==> src/rtl/elevator_motion_controller.sv <==
// Four-floor elevator car controller: accepts one one-hot floor request,
// drives the car floor by floor, holds the door open, then reports served.
module elevator_motion_controller #(
   parameter int TRAVEL_TICKS = 100,
   parameter int DOOR_TICKS   = 200
) (
   input  logic       clk,
   input  logic       rst,
   input  logic [3:0] ctrl_load,
   output logic [3:0] ctrl_seq,
   output logic [3:0] floor,
   output logic       motor_up,
   output logic       motor_down,
   output logic       door_open,
   output logic       served
);

   localparam int CW = 25;
   localparam logic [CW-1:0] TRAVEL_LAST = CW'(TRAVEL_TICKS - 1);
   localparam logic [CW-1:0] DOOR_LAST   = CW'(DOOR_TICKS - 1);

   typedef enum logic [1:0] {
      IDLE,
      MOVE_UP,
      MOVE_DOWN,
      DOOR
   } state_t;

   state_t          state_q, state_d;
   logic [3:0]      ctrl_seq_q, ctrl_seq_d;
   logic [3:0]      floor_q, floor_d;
   logic [CW-1:0]   travel_cnt_q, travel_cnt_d;
   logic [CW-1:0]   door_cnt_q, door_cnt_d;
   logic            served_q, served_d;
   logic            load_valid;

   assign load_valid = (ctrl_load == 4'h1) || (ctrl_load == 4'h2) ||
                       (ctrl_load == 4'h4) || (ctrl_load == 4'h8);

   always_comb begin
      state_d      = state_q;
      ctrl_seq_d   = ctrl_seq_q;
      floor_d      = floor_q;
      travel_cnt_d = travel_cnt_q;
      door_cnt_d   = door_cnt_q;
      served_d     = 1'b0;
      unique case (state_q)
         IDLE: begin
            if (load_valid) begin
               ctrl_seq_d   = ctrl_load;
               travel_cnt_d = '0;
               door_cnt_d   = '0;
               // One-hot codes order the same way as floor numbers
               if (ctrl_load > floor_q) begin
                  state_d = MOVE_UP;
               end else if (ctrl_load < floor_q) begin
                  state_d = MOVE_DOWN;
               end else begin
                  state_d = DOOR;
               end
            end
         end
         MOVE_UP: begin
            if (travel_cnt_q == TRAVEL_LAST) begin
               floor_d      = floor_q[3] ? floor_q : {floor_q[2:0], 1'b0};
               travel_cnt_d = '0;
               if (floor_d == ctrl_seq_q) begin
                  state_d    = DOOR;
                  door_cnt_d = '0;
               end
            end else begin
               travel_cnt_d = travel_cnt_q + 1'b1;
            end
         end
         MOVE_DOWN: begin
            if (travel_cnt_q == TRAVEL_LAST) begin
               floor_d      = floor_q[0] ? floor_q : {1'b0, floor_q[3:1]};
               travel_cnt_d = '0;
               if (floor_d == ctrl_seq_q) begin
                  state_d    = DOOR;
                  door_cnt_d = '0;
               end
            end else begin
               travel_cnt_d = travel_cnt_q + 1'b1;
            end
         end
         DOOR: begin
            if (door_cnt_q == DOOR_LAST) begin
               ctrl_seq_d = 4'h0;
               served_d   = 1'b1;
               door_cnt_d = '0;
               state_d    = IDLE;
            end else begin
               door_cnt_d = door_cnt_q + 1'b1;
            end
         end
         default: state_d = IDLE;
      endcase
   end

   always_ff @(posedge clk) begin
      if (rst) begin
         state_q      <= IDLE;
         ctrl_seq_q   <= 4'h0;
         floor_q      <= 4'h1;
         travel_cnt_q <= '0;
         door_cnt_q   <= '0;
         served_q     <= 1'b0;
      end else begin
         state_q      <= state_d;
         ctrl_seq_q   <= ctrl_seq_d;
         floor_q      <= floor_d;
         travel_cnt_q <= travel_cnt_d;
         door_cnt_q   <= door_cnt_d;
         served_q     <= served_d;
      end
   end

   assign ctrl_seq   = ctrl_seq_q;
   assign floor      = floor_q;
   assign motor_up   = (state_q == MOVE_UP);
   assign motor_down = (state_q == MOVE_DOWN);
   assign door_open  = (state_q == DOOR);
   assign served     = served_q;

endmodule

==> config.mk <==
export PLATFORM = sky130hd
export DESIGN_NAME = elevator_motion_controller
export DESIGN_NICKNAME = d
export VERILOG_FILES = /design/src/rtl/elevator_motion_controller.sv
export SDC_FILE = /design/constraint.sdc
export NUM_CORES = 1
export LEC_CHECK = 0
export BUFFER_PORTS_ARGS = -buffer_cell sky130_fd_sc_hd__clkbuf_2
export CELL_PAD_IN_SITES_DETAIL_PLACEMENT = 1
export CELL_PAD_IN_SITES_GLOBAL_PLACEMENT = 2
export CORE_MARGIN = 2
export CORE_UTILIZATION = 25
export CTS_CLUSTER_DIAMETER = 120
export DETAILED_ROUTE_END_ITERATION = 7
export GPL_ROUTABILITY_DRIVEN = 1
export PLACE_DENSITY = 0.56
export SLEW_MARGIN = 25
export SYNTH_ARGS = -nofsm -noshare
export SYNTH_HDL_FRONTEND = slang
export SYNTH_SLANG_ARGS = --single-unit
export TNS_END_PERCENT = 50
==> constraint.sdc <==
create_clock -name clk -period 3.05 [get_ports clk]
set_input_delay 0 -clock clk [delete_from_list [all_inputs] [get_ports clk]]
set_output_delay 0 -clock clk [all_outputs]
set_load 0.01 [all_outputs]
==> results.py, run 1 <==
metrics = {
    "hold_path": {
        "min_path_type": "in2reg",
        "min_path_cells": 5,
    },
    "floorplan": {
        "die_h_um": 125.7,
        "start_util": 0.2557,
        "core-area_sq_mm": 0.01448,
        "io_pins": 18,
        "rows": 44,
        "die_x_um": 125.7,
        "die_area_sq_mm": 0.01580,
    },
    "final_layout": {
        "drive_above_1_share": 0.1261,
        "fin_cells": 660,
        "register_area_sq_mm": 0.001221,
        "fin_nets": 487,
        "fillCellCount": 1731,
        "n_antenna_cell": 0,
        "layout_commonest_cell": "dfxtp_1",
        "multi_input_area_sq_mm": 0.002315,
        "mostFrequentLayoutCells": "dfxtp_1, nor2_1, nand2_1",
        "layout-area-overhead-vs-synth_pct": 17.07,
    },
    "sta": {
        "slew_headroom": 0.5358,
        "hold_viol": 0,
        "grt_setup_unrepaired": "false",
        "drv_slew": 0,
        "fin_crit_sh": 0.9413,
        "fin_crit_ns": 2.871,
        "setup_viol": 0,
        "max_slew.worst_pin.slew_ns": 0.6900,
        "finalWorstSetupSlack_ns": 0.1791,
        "max_freq_mhz": 348.3,
        "fin_setup_tns_ns": 0,
        "fin_skew_ns": 0.007787,
        "holdWs_ns": 0.1252,
    },
    "synthesis": {
        "yosysTopAreaCell": "dfxtp_1",
        "async_flop_share": 0,
        "synth_edf_count": 0,
        "yosysTopAreaCellShare": 0.3298,
        "synth.area.top_cells": "dfxtp_1, nor2_1, xnor2_1, a21oi_1, nand2_1",
        "ys_ff_latch": 61,
        "synth_cells": 455,
        "synth_area_per_cell_sq_um": 8.137,
        "yosysUniqueCellTypes": 61,
        "yosysWarnings": 0,
        "synthFlopType": "dfxtp_1",
        "synth_nets": 471,
        "synthesis.area_sq_mm": 0.003702,
        "yosysSeqAreaShare": 0.3298,
    },
    "clock_tree": {
        "post_cts_buffers": 0,
        "cts_sinks": 61,
        "insertion_delay_ns": 0.34,
        "clkTransAtPathRegs_ns": 0.06,
        "h-tree-depth": 3,
        "numCtsBuffers": 9,
        "clock_path_buffers": 2,
        "root_buffer": "clkbuf_16",
        "cts_tree": "done",
    },
    "power": {
        "ir_worst_vdd_mv": 0.2863,
        "power.leakage_nw": 1.473,
        "pwr_density_cell_mw_per_mm2": 612.4,
    },
    "worst_setup_path": {
        "path_max_fanout": 25,
        "worstSetupPathType": "reg2reg",
        "crit_arrival_ns": 3.13,
        "end_kind": "flip-flop",
        "reg2reg_depth": 8,
        "start_kind": "flip-flop",
        "worst_ep_required_time_ns": 3.31,
    },
    "global_routing": {
        "grtUsageTotal": 0.1534,
        "grt_max_degree": 37,
        "grt_pass1_vias": 3660,
        "grt_pass1_wl_mm": 19.43,
        "antenna_found_initial": 0,
        "overflow": 0,
    },
    "place": {
        "hpwlAfterDp_mm": 7.920,
        "post-place-ws_ns": 0.1528,
        "dp_cells": 643,
        "gp_congestion": 0.7400,
        "portBuffers": 17,
    },
    "detailed_routing": {
        "drc_errors": 0,
        "avgRoutedWirePerCell_um": 17.58,
        "drt-initial-drc-count": 171,
        "vias_per_cell": 5.353,
        "routed_wl_mm": 11.60,
        "antenna_left": 0,
        "vias": 3533,
        "firstDrtPassIters": 4,
    },
    "outcome": {
        "status": "finished clean",
    },
    "flow_run": {
        "cap_viol_max_count": 0,
    },
}
area by class of cell:
class                           count  area share
Timing Repair Buffer               30     0.04273
Tap cell                          184     0.05312
Multi-Input combinational cell    354      0.5341
Inverter                           15     0.01299
Sequential cell                    61      0.2818
Clock buffer                       12     0.05918
Clock inverter                      4     0.01617
cell usage after synthesis (11+ instances only):
library cell / n
and3_1: 12
inv_1: 15
o21ai_0: 16
nor2_1: 51
nand2_1: 37
clkbuf_1: 18
a21oi_1: 28
nand3_1: 19
dfxtp_1: 61
o41ai_1: 11
nor3_1: 14
xnor2_1: 17
nand4_1: 14
per-layer routing:
metal  part of all wire  global-route usage  vias to the layer above
li1                   -                   -                     1738
met1               0.51              0.2072                     1744
met2               0.45              0.2432                       38
met3              0.023             0.02974                       13
met4              0.017             0.05752                        0
met5                  0                   0                        -
power by group:
group | leakage (nW) | switching [mW] | internal (mW)
sequential | 0.492 | 0.0539 | 0.831
combinational | 0.818 | 0.403 | 0.220
clock | 0.163 | 0.389 | 0.757
cells by family after synthesis:
family / share of synthesized area
AO/OA/AOI/OAI: 0.2214
XOR/XNOR: 0.05678
adder cells (fa/ha/maj): 0.03380
buffers and inverters: 0.04731
flip-flops: 0.3298
multiplexers: 0.02433
AND/OR/NAND/NOR: 0.2866
path summary, 6_finish.rpt:
check,from,end,slack [ns]
setup / recovery,travel_cnt_q[0],door_cnt_q[0],0.18
hold / removal,ctrl_load[0],ctrl_seq[0],0.13
setup reg to reg,travel_cnt_q[0],door_cnt_q[0],0.18
hold reg to reg,travel_cnt_q[11],travel_cnt_q[11],0.50
what timing repair did:
item | CTS | global route
setup endpoints to repair | 0 | 18
hold endpoints to repair | 1 | 0
hold buffers | 1 | 0
resized for setup | 0 | 2
flip-flops by register name, indices dropped and copies added (netlist names):
signal and cells:
door_cnt_q 25, travel_cnt_q 25, ctrl_seq 4, state_q 2, served 1, floor 4
metrics by stage:
| step | utilization | cell area (sq um) | power [mW] |
|---|---|---|---|
| 2_1_floorplan | - | 3702 | 1.310 |
| 4_1_cts | 0.2987 | 4325 | 2.701 |
| 3_5_place_dp | 0.2755 | 3989 | 1.533 |
| 5_1_grt | 0.2993 | 4334 | 2.804 |
| 6_report | 0.2993 | 4334 | 2.654 |
| 3_3_place_gp | 0.2755 | 3989 | 1.526 |
critical path, stage by stage (launching register included):
cell and delay [ns]:
dfxtp_1 0.37, ha_1 0.23, nor4bb_2 0.31, nand4_1 0.24, or2_4 0.34, o41a_1 0.42, buf_4 0.24, or4_1 0.49
a21oi_1 0.15
Power figures use the tool's default switching activity.
==> run 2: changes to the inputs <==
--- a/config.mk
+++ b/config.mk
@@ -13,7 +13,8 @@
 export CTS_CLUSTER_DIAMETER = 120
 export DETAILED_ROUTE_END_ITERATION = 7
 export GPL_ROUTABILITY_DRIVEN = 1
-export PLACE_DENSITY = 0.56
+export PLACE_DENSITY = 0.55
+export RECOVER_POWER = 100
 export SLEW_MARGIN = 25
 export SYNTH_ARGS = -nofsm -noshare
 export SYNTH_HDL_FRONTEND = slang
==> results.py, run 2 (synthesis gave the netlist of run 1 again) <==
metrics = {
    "outcome": {
        "status": "finished clean",
    },
    "worst_setup_path": {
        "path_delay_family": "simple AND/OR/NAND/NOR gates",
        "r2r-end": "door_cnt_q[15]",
        "reg2reg_depth": 8,
        "reg2reg_from": "travel_cnt_q[0]",
        "endpoint": "door_cnt_q[15]",
        "crit_buf_inv": 1,
        "worstPathCellList": "ha_1 -> nor4bb_1 -> nand4_1 -> or2_1 -> buf_4 -> o41ai_4 -> nand3_4 -> o41ai_1",
        "slowest_stage": "o41ai_1",
        "start_kind": "flip-flop",
        "cp.depth": 8,
        "worst_ep_required_time_ns": 3.27,
        "path_max_fanout": 18,
        "crit_start": "travel_cnt_q[0]",
        "end_kind": "flip-flop",
        "crit_arrival_ns": 3.10,
        "slowest_delay_ns": 0.43,
        "r2r_setup_slack_ns": 0.17,
        "worstSetupPathType": "reg2reg",
    },
    "sta": {
        "fin_setup_tns_ns": 0,
        "max_slew.worst_pin.slew_ns": 0.7783,
        "setup_viol": 0,
        "hold_viol": 0,
        "drv_slew": 0,
        "holdWs_ns": 0.1238,
        "slew_headroom": 0.4764,
        "max_freq_mhz": 347.2,
        "fin_skew_ns": 0.004563,
        "fin_crit_ns": 2.880,
        "fin_crit_sh": 0.9442,
    },
    "power": {
        "pwr_density_cell_mw_per_mm2": 566.2,
        "power_mw": 2.416,
        "ir_worst_vdd_mv": 0.2420,
        "power.leakage_nw": 1.412,
    },
    "place": {
        "dp_cells": 647,
        "portBuffers": 17,
        "hpwlAfterDp_mm": 8.207,
        "gp_congestion": 0.7479,
    },
    "clock_tree": {
        "cts_tree": "done",
        "h-tree-depth": 3,
        "numCtsBuffers": 9,
        "cts_sinks": 61,
        "insertion_delay_ns": 0.33,
        "root_buffer": "clkbuf_16",
        "clkTransAtPathRegs_ns": 0.06,
        "clock_path_buffers": 2,
        "ctsHoldBuffers": 0,
    },
    "floorplan": {
        "start_util": 0.2557,
        "io_pins": 18,
        "core-area_sq_mm": 0.01448,
        "rows": 44,
        "die_h_um": 125.7,
        "die_area_sq_mm": 0.01580,
        "die_x_um": 125.7,
    },
    "detailed_routing": {
        "antenna_left": 0,
        "vias": 3520,
        "routed_wl_mm": 11.64,
        "vias_per_cell": 5.317,
        "drt-initial-drc-count": 237,
        "firstDrtPassIters": 4,
        "drc_errors": 0,
        "avgRoutedWirePerCell_um": 17.59,
    },
    "final_layout": {
        "fin_nets": 491,
        "drive_above_1_share": 0.1004,
        "mostFrequentLayoutCells": "dfxtp_1, nor2_1, nand2_1",
        "reg_top3": "door_cnt_q x25, travel_cnt_q x25",
        "layout_commonest_cell": "dfxtp_1",
        "n_antenna_cell": 0,
        "fin_cells": 662,
        "layout-area-overhead-vs-synth_pct": 15.24,
        "final_util": 0.2947,
    },
    "global_routing": {
        "grt_pass1_wl_mm": 19.84,
        "grt_pass1_vias": 3653,
        "antenna_found_initial": 0,
        "grt_max_degree": 26,
        "overflow": 0,
        "grtUsageTotal": 0.1566,
    },
    "hold_path": {
        "min_path_type": "in2reg",
    },
    "flow_run": {
        "cap_viol_max_count": 0,
    },
}
==> run 2: power by group <==
group / internal, mW / switching (mW)
logic: 0.222 / 0.401
clock network: 0.536 / 0.370
registers: 0.832 / 0.0546
==> run 2: how the worst min path moves through the flow <==
| stage | from | cells after the start | slack, ns | endpoint |
|---|---|---|---|---|
| 2_1_floorplan | ctrl_load[1] | 3 | 0.27 | ctrl_seq[1] |
| 3_3_place_gp | served | 1 | 0.39 | served |
| 3_5_place_dp | served | 1 | 0.39 | served |
| 4_1_cts | ctrl_load[3] | 5 | 0.12 | ctrl_seq[3] |
| 5_1_grt | ctrl_load[3] | 5 | 0.17 | ctrl_seq[3] |
| 6_report | ctrl_load[3] | 5 | 0.12 | ctrl_seq[3] |
==> run 2: worst reg2reg max path: stages, from the launching register on <==
cell and delay [ns]:
dfxtp_1 0.37, ha_1 0.22, nor4bb_1 0.29, nand4_1 0.23, or2_1 0.32, buf_4 0.17, o41ai_4 0.41, nand3_4 0.31
o41ai_1 0.45
==> run 2: cell type report <==
class	count	area, sq um
repair buffers	34	187.7
well taps	184	230.2
multi-input cells	354	2323
clock inverters	3	15.01
fillers	1765	10210
flip-flops and latches	61	1221
inverters	15	56.30
clock buffers	11	232.7
==> run 2: what timing repair did <==
item / in CTS / in global routing
buffers inserted: 0 / 1
setup endpoints to repair: 0 / 14
resized for setup: 0 / 3
==> run 2: routing by layer <==
metal,global-route usage,up-vias,share of wire,wire (um)
met2,0.2471,32,0.45,5275
met4,0.04575,0,0.0089,104
li1,-,1742,-,-
met5,0,-,0,0
met3,0.03144,8,0.029,342
met1,0.2169,1738,0.51,5921
==> run 2: per-stage QoR <==
stage	worst slack, ns	cell area, sq um
floorplan	0.5095	3702
global placement	0.2116	4019
detailed placement	0.1375	4019
CTS	0.1167	4267
global route	-0.005364	4267
finish	0.1701	4267
==> run 3: changes to the inputs <==
--- a/config.mk
+++ b/config.mk
@@ -8,11 +8,12 @@
 export BUFFER_PORTS_ARGS = -buffer_cell sky130_fd_sc_hd__clkbuf_2
 export CELL_PAD_IN_SITES_DETAIL_PLACEMENT = 1
 export CELL_PAD_IN_SITES_GLOBAL_PLACEMENT = 2
-export CORE_MARGIN = 2
+export CORE_MARGIN = 5
 export CORE_UTILIZATION = 25
 export CTS_CLUSTER_DIAMETER = 120
 export DETAILED_ROUTE_END_ITERATION = 7
 export GPL_ROUTABILITY_DRIVEN = 1
+export MAX_ROUTING_LAYER = met4
 export PLACE_DENSITY = 0.55
 export RECOVER_POWER = 100
 export SLEW_MARGIN = 25
==> results.py, run 3 (synthesis gave the netlist of run 1 again) <==
metrics = {
    "power": {
        "pwr_density_cell_mw_per_mm2": 606.8,
        "power.leakage_nw": 1.418,
        "ir_worst_vdd_mv": 0.2497,
        "power_mw": 2.611,
    },
    "final_layout": {
        "multi_input_area_sq_mm": 0.002311,
        "layout-area-overhead-vs-synth_pct": 16.22,
        "register_area_sq_mm": 0.001221,
        "fin_area_sq_mm": 0.004303,
        "fin_nets": 486,
        "reg_top3": "door_cnt_q x25, travel_cnt_q x25",
        "n_antenna_cell": 0,
        "fillCellCount": 1761,
        "fin_cells": 658,
        "final_util": 0.2961,
        "drive_above_1_share": 0.09494,
        "layout_commonest_cell": "dfxtp_1",
        "mostFrequentLayoutCells": "dfxtp_1, nor2_1, nand2_1",
    },
    "floorplan": {
        "rows": 44,
        "die_h_um": 131.7,
        "die_area_sq_mm": 0.01734,
        "io_pins": 18,
        "core-area_sq_mm": 0.01453,
        "die_x_um": 131.7,
        "start_util": 0.2547,
    },
    "flow_run": {
        "cap_viol_max_count": 0,
    },
    "clock_tree": {
        "numCtsBuffers": 9,
        "clock_path_buffers": 2,
        "h-tree-depth": 3,
        "clkTransAtPathRegs_ns": 0.06,
        "post_cts_resized": 0,
        "post_cts_buffers": 0,
        "cts_tree": "done",
        "root_buffer": "clkbuf_16",
        "insertion_delay_ns": 0.34,
        "cts_sinks": 61,
        "ctsHoldBuffers": 0,
    },
    "sta": {
        "fin_crit_ns": 2.878,
        "drv_slew": 0,
        "finalWorstSetupSlack_ns": 0.1721,
        "fin_crit_sh": 0.9436,
        "holdWs_ns": 0.1365,
        "fin_skew_ns": 0.006755,
        "hold_viol": 0,
        "max_freq_mhz": 347.5,
        "slew_headroom": 0.5859,
        "grt_setup_unrepaired": "true",
        "max_slew.worst_pin.slew_ns": 0.6155,
        "fin_setup_tns_ns": 0,
        "setup_viol": 0,
    },
    "detailed_routing": {
        "drc_errors": 0,
        "antenna_left": 0,
        "drt-initial-drc-count": 203,
        "firstDrtPassIters": 4,
        "avgRoutedWirePerCell_um": 17.88,
        "routed_wl_mm": 11.77,
        "vias_per_cell": 5.298,
        "vias": 3486,
    },
    "worst_setup_path": {
        "slowest_stage": "o41a_1",
        "worst_ep_required_time_ns": 3.31,
        "crit_arrival_ns": 3.14,
        "path_delay_family": "simple AND/OR/NAND/NOR gates",
        "path_max_fanout": 25,
        "start_kind": "flip-flop",
        "worstSetupPathType": "reg2reg",
        "end_kind": "flip-flop",
        "slowest_delay_ns": 0.49,
        "crit_buf_inv": 1,
        "worstPathCellList": "ha_1 -> nor4bb_1 -> nand4_1 -> or2_1 -> o41a_1 -> buf_12 -> or4_1 -> a21oi_1",
    },
    "outcome": {
        "status": "finished clean",
    },
    "global_routing": {
        "grt_pass1_wl_mm": 19.80,
        "antenna_found_initial": 0,
        "grt_pass1_vias": 3652,
        "overflow": 0,
        "grtUsageTotal": 0.1445,
        "grt_max_degree": 37,
    },
    "place": {
        "hpwlAfterDp_mm": 8.107,
        "dp_cells": 643,
        "place_area_sq_mm": 0.004001,
        "gp_congestion": 0.7631,
        "portBuffers": 17,
        "post-place-ws_ns": 0.1418,
    },
    "hold_path": {
        "min_path_type": "in2reg",
    },
}
[run 3: cell count changes in the layout (fill, tap and decap cells not counted), sizes merged]
cell / change
buf: -3
clkinv: -2
bufinv: +2
clkbuf: -2
clkinvlp: +1
[run 3: routing by layer]
| metal | global-route usage | vias to the layer above | share of wire |
|---|---|---|---|
| met2 | 0.2178 | 45 | 0.45 |
| met5 | - | - | 0 |
| met1 | 0.1920 | 1696 | 0.50 |
| met4 | 0.04914 | 0 | 0.014 |
| met3 | 0.03135 | 12 | 0.036 |
| li1 | - | 1733 | - |
[run 3: area by class of cell]
class                           instances  share of cell area
Multi-Input combinational cell        354              0.5371
Sequential cell                        61              0.2838
Clock buffer                           11             0.05641
Tap cell                              184             0.05350
Timing Repair Buffer                   29             0.03926
Clock inverter                          4             0.01687
Inverter                               15             0.01309
[run 3: worst paths after layout]
check,startpoint,endpoint,slack [ns],depth (start not counted)
setup / recovery,travel_cnt_q[0],door_cnt_q[0],0.17,8
hold / removal,ctrl_load[1],ctrl_seq[1],0.14,4
setup reg to reg,travel_cnt_q[0],door_cnt_q[0],0.17,8
hold reg to reg,state_q[0],state_q[0],0.50,2
[run 3: worst reg2reg max path: stages (launching register included)]
cell and delay [ns]:
dfxtp_1 0.38, ha_1 0.22, nor4bb_1 0.29, nand4_1 0.24, or2_1 0.39, o41a_1 0.49, buf_12 0.18, or4_1 0.48
a21oi_1 0.14
[run 3: report_power, final]
group	leakage (nW)	internal, mW	switching, mW
Clock	0.152	0.731	0.376
Combinational	0.774	0.216	0.399
Sequential	0.492	0.832	0.0568
